[src/rtl/alu_issue_wb.sv]
// rtl/alu_issue_wb.sv - execute-stage sequencer: register file, ALU operand issue, fixed-latency writeback
module alu_issue_wb #(
  parameter int EXEC_WAIT = 1,
  parameter int NREG      = 4
) (
  input  logic       clk,
  input  logic       rst_n,
  input  logic       issue_valid,
  output logic       issue_ready,
  input  logic [7:0] issue_inst,
  input  logic       ld_valid,
  output logic       ld_ready,
  input  logic [1:0] ld_addr,
  input  logic [7:0] ld_data,
  output logic [7:0] alu_ra,
  output logic [7:0] alu_rb,
  output logic [7:0] alu_inst,
  input  logic [7:0] alu_rd,
  input  logic [7:0] alu_flags,
  output logic       wb_done,
  output logic [7:0] flags_q,
  input  logic [1:0] rd_addr,
  output logic [7:0] rd_data
);

  typedef enum logic [1:0] {IDLE, EXEC, WB} state_t;

  state_t     state;
  logic [3:0] cnt;
  logic [7:0] regs [NREG];

  // Only these opcodes produce a result worth keeping; everything else just completes.
  function automatic logic writes_back(input logic [3:0] op);
    case (op)
      4'b1000, 4'b1001, 4'b1010, 4'b1011, 4'b0100, 4'b0101: writes_back = 1'b1;
      default:                                             writes_back = 1'b0;
    endcase
  endfunction

  // Sequencer: owns the FSM, register file, operand latches and registered handshake outputs.
  always_ff @(posedge clk or negedge rst_n) begin
    if (!rst_n) begin
      state       <= IDLE;
      cnt         <= '0;
      alu_ra      <= '0;
      alu_rb      <= '0;
      alu_inst    <= '0;
      flags_q     <= '0;
      wb_done     <= 1'b0;
      issue_ready <= 1'b1;
      ld_ready    <= 1'b1;
      for (int i = 0; i < NREG; i++) regs[i] <= '0;
    end else begin
      case (state)
        IDLE: begin
          // Operands are read from the pre-load contents; a same-edge load still lands.
          if (ld_valid) regs[ld_addr] <= ld_data;
          if (issue_valid) begin
            alu_ra      <= regs[issue_inst[3:2]];
            alu_rb      <= regs[issue_inst[1:0]];
            alu_inst    <= issue_inst;
            cnt         <= 4'(EXEC_WAIT - 1);
            issue_ready <= 1'b0;
            ld_ready    <= 1'b0;
            state       <= EXEC;
          end
        end
        EXEC: begin
          if (cnt == 4'd0) begin
            wb_done <= 1'b1;
            state   <= WB;
          end else begin
            cnt <= cnt - 4'd1;
          end
        end
        WB: begin
          if (writes_back(alu_inst[7:4])) begin
            regs[alu_inst[3:2]] <= alu_rd;
            flags_q             <= alu_flags;
          end
          alu_inst    <= '0;
          wb_done     <= 1'b0;
          issue_ready <= 1'b1;
          ld_ready    <= 1'b1;
          state       <= IDLE;
        end
        default: state <= IDLE;
      endcase
    end
  end

  assign rd_data = regs[rd_addr];

endmodule

[config.mk]
export PLATFORM = sky130hd
export DESIGN_NAME = alu_issue_wb
export DESIGN_NICKNAME = d
export VERILOG_FILES = /design/src/rtl/alu_issue_wb.sv
export SDC_FILE = /design/constraint.sdc
export NUM_CORES = 1
export LEC_CHECK = 0
export CAP_MARGIN = 20
export CORE_ASPECT_RATIO = 1.2
export CORE_MARGIN = 1.5
export CORE_UTILIZATION = 42
export DETAILED_ROUTE_END_ITERATION = 16
export PLACE_DENSITY = 0.71
export SYNTH_ARGS = -nofsm -noshare
export SYNTH_HDL_FRONTEND = slang
export SYNTH_SLANG_ARGS = --single-unit
[constraint.sdc]
create_clock -name clk -period 3.1 [get_ports clk]
set_input_delay 0.62 -clock clk [delete_from_list [all_inputs] [get_ports clk]]
set_output_delay 0.62 -clock clk [all_outputs]
set_load 0.05 [all_outputs]
==> flow_summary.html <==
<table>
<tr><th>Metric</th><th>Value</th></tr>
<tr><th colspan="2">Layout</th></tr>
<tr><td>Leading cell type in the layout, fill and taps excluded</td><td>sky130_fd_sc_hd__clkdlybuf4s50_1</td></tr>
<tr><td>Number of nets at the end of the flow</td><td>399</td></tr>
<tr><td>Share of final-layout standard cells stronger than drive strength 1</td><td>26.17%</td></tr>
<tr><td>Post-route standard cell area excluding fillers</td><td>4933 sq um</td></tr>
<tr><td>Top library cells by usage in the layout, fill and taps aside</td><td>sky130_fd_sc_hd__clkdlybuf4s50_1 (73), sky130_fd_sc_hd__dfrtp_1 (71), sky130_fd_sc_hd__a22oi_1 (32), sky130_fd_sc_hd__o2bb2ai_1 (32)</td></tr>
<tr><td>Number of standard cells in the layout, taps in and fillers out</td><td>480</td></tr>
<tr><td>Area Growth Syn to Fin</td><td>32.40%</td></tr>
<tr><td>Fin util</td><td>57.29%</td></tr>
<tr><td>Antenna cell count</td><td>0</td></tr>
<tr><th colspan="2">STA</th></tr>
<tr><td>Slew HR</td><td>42.23%</td></tr>
<tr><td>Setup tns final</td><td>0 ns</td></tr>
<tr><td>Setup repair after global routing missed its margin</td><td>false</td></tr>
<tr><td>Transition at the pin with the smallest max-transition slack</td><td>0.8627 ns</td></tr>
<tr><td>Fin crit period</td><td>2.649 ns</td></tr>
<tr><td>Hold violation total from the final report</td><td>0</td></tr>
<tr><td>Largest clock skew in the final design</td><td>0.01113 ns</td></tr>
<tr><td>Fmax achieved</td><td>377.5 MHz</td></tr>
<tr><td>Setup violations, final</td><td>0</td></tr>
<tr><td>Period Utilization, post-route</td><td>85.44%</td></tr>
<tr><td>Crit path setup slack, layout</td><td>0.4513 ns</td></tr>
<tr><td>Worst slack on hold paths</td><td>0.2870 ns</td></tr>
<tr><td>Max-slew violation count</td><td>0</td></tr>
<tr><th colspan="2">Floorplanning</th></tr>
<tr><td>Area of the core region</td><td>8611 sq um</td></tr>
<tr><td>Chip Height</td><td>106.2 microns</td></tr>
<tr><td>Floorplan die area</td><td>9448 sq um</td></tr>
<tr><td>Top-Level Pins</td><td>83</td></tr>
<tr><td>Initial cell density of the core</td><td>43.27%</td></tr>
<tr><td>Die width</td><td>88.98 microns</td></tr>
<tr><td>Row count</td><td>37</td></tr>
<tr><th colspan="2">Placed design</th></tr>
<tr><td>Area after DPL</td><td>4679 sq um</td></tr>
<tr><td>Global placement routability congestion</td><td>0.7967</td></tr>
<tr><td>Detailed Place HPWL</td><td>6.376 mm</td></tr>
<tr><td>Placed instance count</td><td>464</td></tr>
<tr><td>Pre-CTS setup slack</td><td>0.4844 ns</td></tr>
<tr><td>Count of buffers inserted at the top-level ports</td><td>82</td></tr>
<tr><th colspan="2">Global route</th></tr>
<tr><td>Number of antenna violations at the first check in global routing</td><td>0</td></tr>
<tr><td>Final global-route overflow total</td><td>0</td></tr>
<tr><td>Largest net degree at the start of global routing</td><td>73</td></tr>
<tr><td>Number of global-route vias before repair</td><td>2874</td></tr>
<tr><td>Overall global routing resource usage</td><td>21.63%</td></tr>
<tr><td>First-pass GRT wire length</td><td>15.34 mm</td></tr>
<tr><th colspan="2">Clock network</th></tr>
<tr><td>Clk Latency, worst-skew pair</td><td>0.35 ns</td></tr>
<tr><td>Clock Path Buffers</td><td>2</td></tr>
<tr><td>Post-CTS Hold Fix Bufs</td><td>0</td></tr>
<tr><td># resized after CTS</td><td>0</td></tr>
<tr><td>Root cell of the clock tree</td><td>sky130_fd_sc_hd__clkbuf_8</td></tr>
<tr><td>Clock buffer count from CTS</td><td>9</td></tr>
<tr><td>Clock-pin slew on the worst setup and hold paths</td><td>0.08 ns</td></tr>
<tr><td>Post-CTS setup buffer count</td><td>0</td></tr>
<tr><td>Clock tree from TritonCTS</td><td>yes</td></tr>
<tr><td>TritonCTS Sinks</td><td>72</td></tr>
<tr><td>Clock H-tree levels</td><td>3</td></tr>
<tr><th colspan="2">Route</th></tr>
<tr><td>Detail Route Antenna Nets</td><td>0</td></tr>
<tr><td>DR DRC count</td><td>0</td></tr>
<tr><td>Drt first pass iters</td><td>4</td></tr>
<tr><td>Total wire length</td><td>9.423 mm</td></tr>
<tr><td>Total number of vias</td><td>2830</td></tr>
<tr><td>Vias/cell</td><td>5.896</td></tr>
<tr><td>DR iter-0 viols</td><td>207</td></tr>
<tr><td>Per-cell routed wire length</td><td>19.63 microns</td></tr>
<tr><th colspan="2">Logic synthesis</th></tr>
<tr><td>Syn Nets</td><td>315</td></tr>
<tr><td>Yosys reg bits</td><td>72</td></tr>
<tr><td>Unique cell type count in the Yosys netlist</td><td>32</td></tr>
<tr><td>Portion of the post-synthesis area used by sequential elements</td><td>48.39%</td></tr>
<tr><td>Post-synthesis cell count</td><td>274</td></tr>
<tr><td>Warnings, synthesis</td><td>0</td></tr>
<tr><td>Post-synthesis instance area</td><td>3726 sq um</td></tr>
<tr><td>Average cell area after synthesis</td><td>13.60 sq um</td></tr>
<tr><th colspan="2">Pwr</th></tr>
<tr><td>Ratio of total power to cell area</td><td>1101 nW/um^2</td></tr>
<tr><td>Worst voltage drop across the vdd grid</td><td>0.0005244 V</td></tr>
<tr><td>Pwr Total</td><td>5.431 mW</td></tr>
<tr><td>Leakage power figure</td><td>1.942 nW</td></tr>
<tr><th colspan="2">Worst setup path</th></tr>
<tr><td>CP arrival</td><td>2.03 ns</td></tr>
<tr><td>Startpoint Class</td><td>input port</td></tr>
<tr><td>Largest fanout of any net on the critical path</td><td>8</td></tr>
<tr><td>Kind of capture point of the worst setup path</td><td>output pin</td></tr>
<tr><td>Critical path type</td><td>in -&gt; out</td></tr>
<tr><td>Worst Path Required</td><td>2.48 ns</td></tr>
<tr><th colspan="2">Min path</th></tr>
<tr><td>Worst min path class</td><td>in -&gt; async</td></tr>
<tr><th colspan="2">Flow run</th></tr>
<tr><td>Number of max-cap violations</td><td>0</td></tr>
<tr><th colspan="2">Status</th></tr>
<tr><td>Outcome</td><td>finished clean</td></tr>
</table>
power by group:
| part | switching, mW | internal [mW] |
|---|---|---|
| clock network | 0.354 | 0.577 |
| logic | 1.56 | 1.18 |
| registers | 0.383 | 1.37 |
| total | 2.30 | 3.14 |
final timing paths:
check | start | endpoint | slack (ns) | depth (start not counted)
min in group clk | ld_ready$_DFFE_PN1P_ | ld_ready$_DFFE_PN1P_ | 0.48 | 2
worst min register to register | ld_ready$_DFFE_PN1P_ | ld_ready$_DFFE_PN1P_ | 0.48 | 2
max in group asynchronous | rst_n | ld_ready$_DFFE_PN1P_ | 2.47 | 2
worst min-delay path | rst_n | alu_ra[2]$_DFFE_PN0P_ | 0.29 | 2
worst max-delay path | rd_addr[1] | rd_data[1] | 0.45 | 3
worst max register to register | state[0]$_DFFE_PN0P_ | regs[10]$_DFFE_PN0P_ | 0.91 | 4
cells in the mapped netlist:
cell type | count | area, sq um
sky130_fd_sc_hd__dfrtp_1 | 71 | 1777
sky130_fd_sc_hd__a22oi_1 | 32 | 240.2
sky130_fd_sc_hd__o2bb2ai_1 | 32 | 280.3
sky130_fd_sc_hd__mux2_2 | 24 | 270.3
sky130_fd_sc_hd__mux4_2 | 24 | 540.5
sky130_fd_sc_hd__nand2_1 | 12 | 45.04
sky130_fd_sc_hd__buf_2 | 11 | 55.05
sky130_fd_sc_hd__o21ai_0 | 8 | 40.04
sky130_fd_sc_hd__nor2_1 | 7 | 26.28
sky130_fd_sc_hd__nor2b_1 | 7 | 43.79
sky130_fd_sc_hd__clkbuf_1 | 6 | 22.52
sky130_fd_sc_hd__a21oi_1 | 4 | 20.02
sky130_fd_sc_hd__a22o_1 | 4 | 35.03
sky130_fd_sc_hd__nand2b_1 | 4 | 25.02
sky130_fd_sc_hd__nor3b_2 | 4 | 50.05
sky130_fd_sc_hd__o21bai_4 | 4 | 75.07
sky130_fd_sc_hd__and3_1 | 2 | 12.51
sky130_fd_sc_hd__inv_1 | 2 | 7.510
sky130_fd_sc_hd__nor3_2 | 2 | 20.02
sky130_fd_sc_hd__o21bai_1 | 2 | 15.01
sky130_fd_sc_hd__a311o_1 | 1 | 10.01
sky130_fd_sc_hd__and4bb_2 | 1 | 12.51
sky130_fd_sc_hd__buf_1 | 1 | 3.750
sky130_fd_sc_hd__buf_4 | 1 | 7.510
sky130_fd_sc_hd__dfstp_2 | 1 | 26.28
sky130_fd_sc_hd__ha_1 | 1 | 12.51
sky130_fd_sc_hd__mux2i_1 | 1 | 10.01
sky130_fd_sc_hd__nor4_1 | 1 | 6.260
sky130_fd_sc_hd__nor4b_1 | 1 | 8.760
sky130_fd_sc_hd__nor4bb_1 | 1 | 10.01
sky130_fd_sc_hd__o41ai_1 | 1 | 8.760
sky130_fd_sc_hd__or3b_1 | 1 | 8.760
worst max-delay path, cell delays in order:
cell and delay [ns]:
sky130_fd_sc_hd__clkdlybuf4s50_1 0.79, sky130_fd_sc_hd__mux4_2 0.41, sky130_fd_sc_hd__buf_4 0.21
layer usage:
| layer | vias up | share of wire (%) | global-route usage [%] |
|---|---|---|---|
| met5 | - | 0 | 0 |
| met4 | 0 | 1.4 | 7.253 |
| met3 | 16 | 6.8 | 3.494 |
| met2 | 136 | 50 | 34.74 |
| met1 | 1415 | 42 | 29.75 |
| li1 | 1263 | - | - |
flip-flops by register name, summed over array words and instances, names as in the netlist:
signal / cells
alu_inst: 8
alu_ra: 8
alu_rb: 8
cnt: 4
flags_q: 8
ld_ready: 1
regs: 32
state: 2
wb_done: 1
cells by family (layout without fill, tap and decap cells):
logic type	Yosys count	count (layout)	synth area share [%]
adder cells (fa/ha/maj)	1	1	0.3357
buffers and inverters	21	110	2.586
AND/OR/NAND/NOR	43	43	7.220
flip-flops	72	72	48.39
AO/OA/AOI/OAI	88	88	19.44
multiplexers	49	49	22.03
area by class of cell:
| type | instances | area, sq um |
|---|---|---|
| inverters | 2 | 7.507 |
| clock buffers | 11 | 151.4 |
| flip-flops and latches | 72 | 1803 |
| clock inverters | 5 | 102.6 |
| multi-input cells | 181 | 1827 |
| repair buffers | 92 | 895.9 |
| fillers | 743 | 3677 |
| well taps | 117 | 146.4 |
Power figures use the tool's default switching activity.
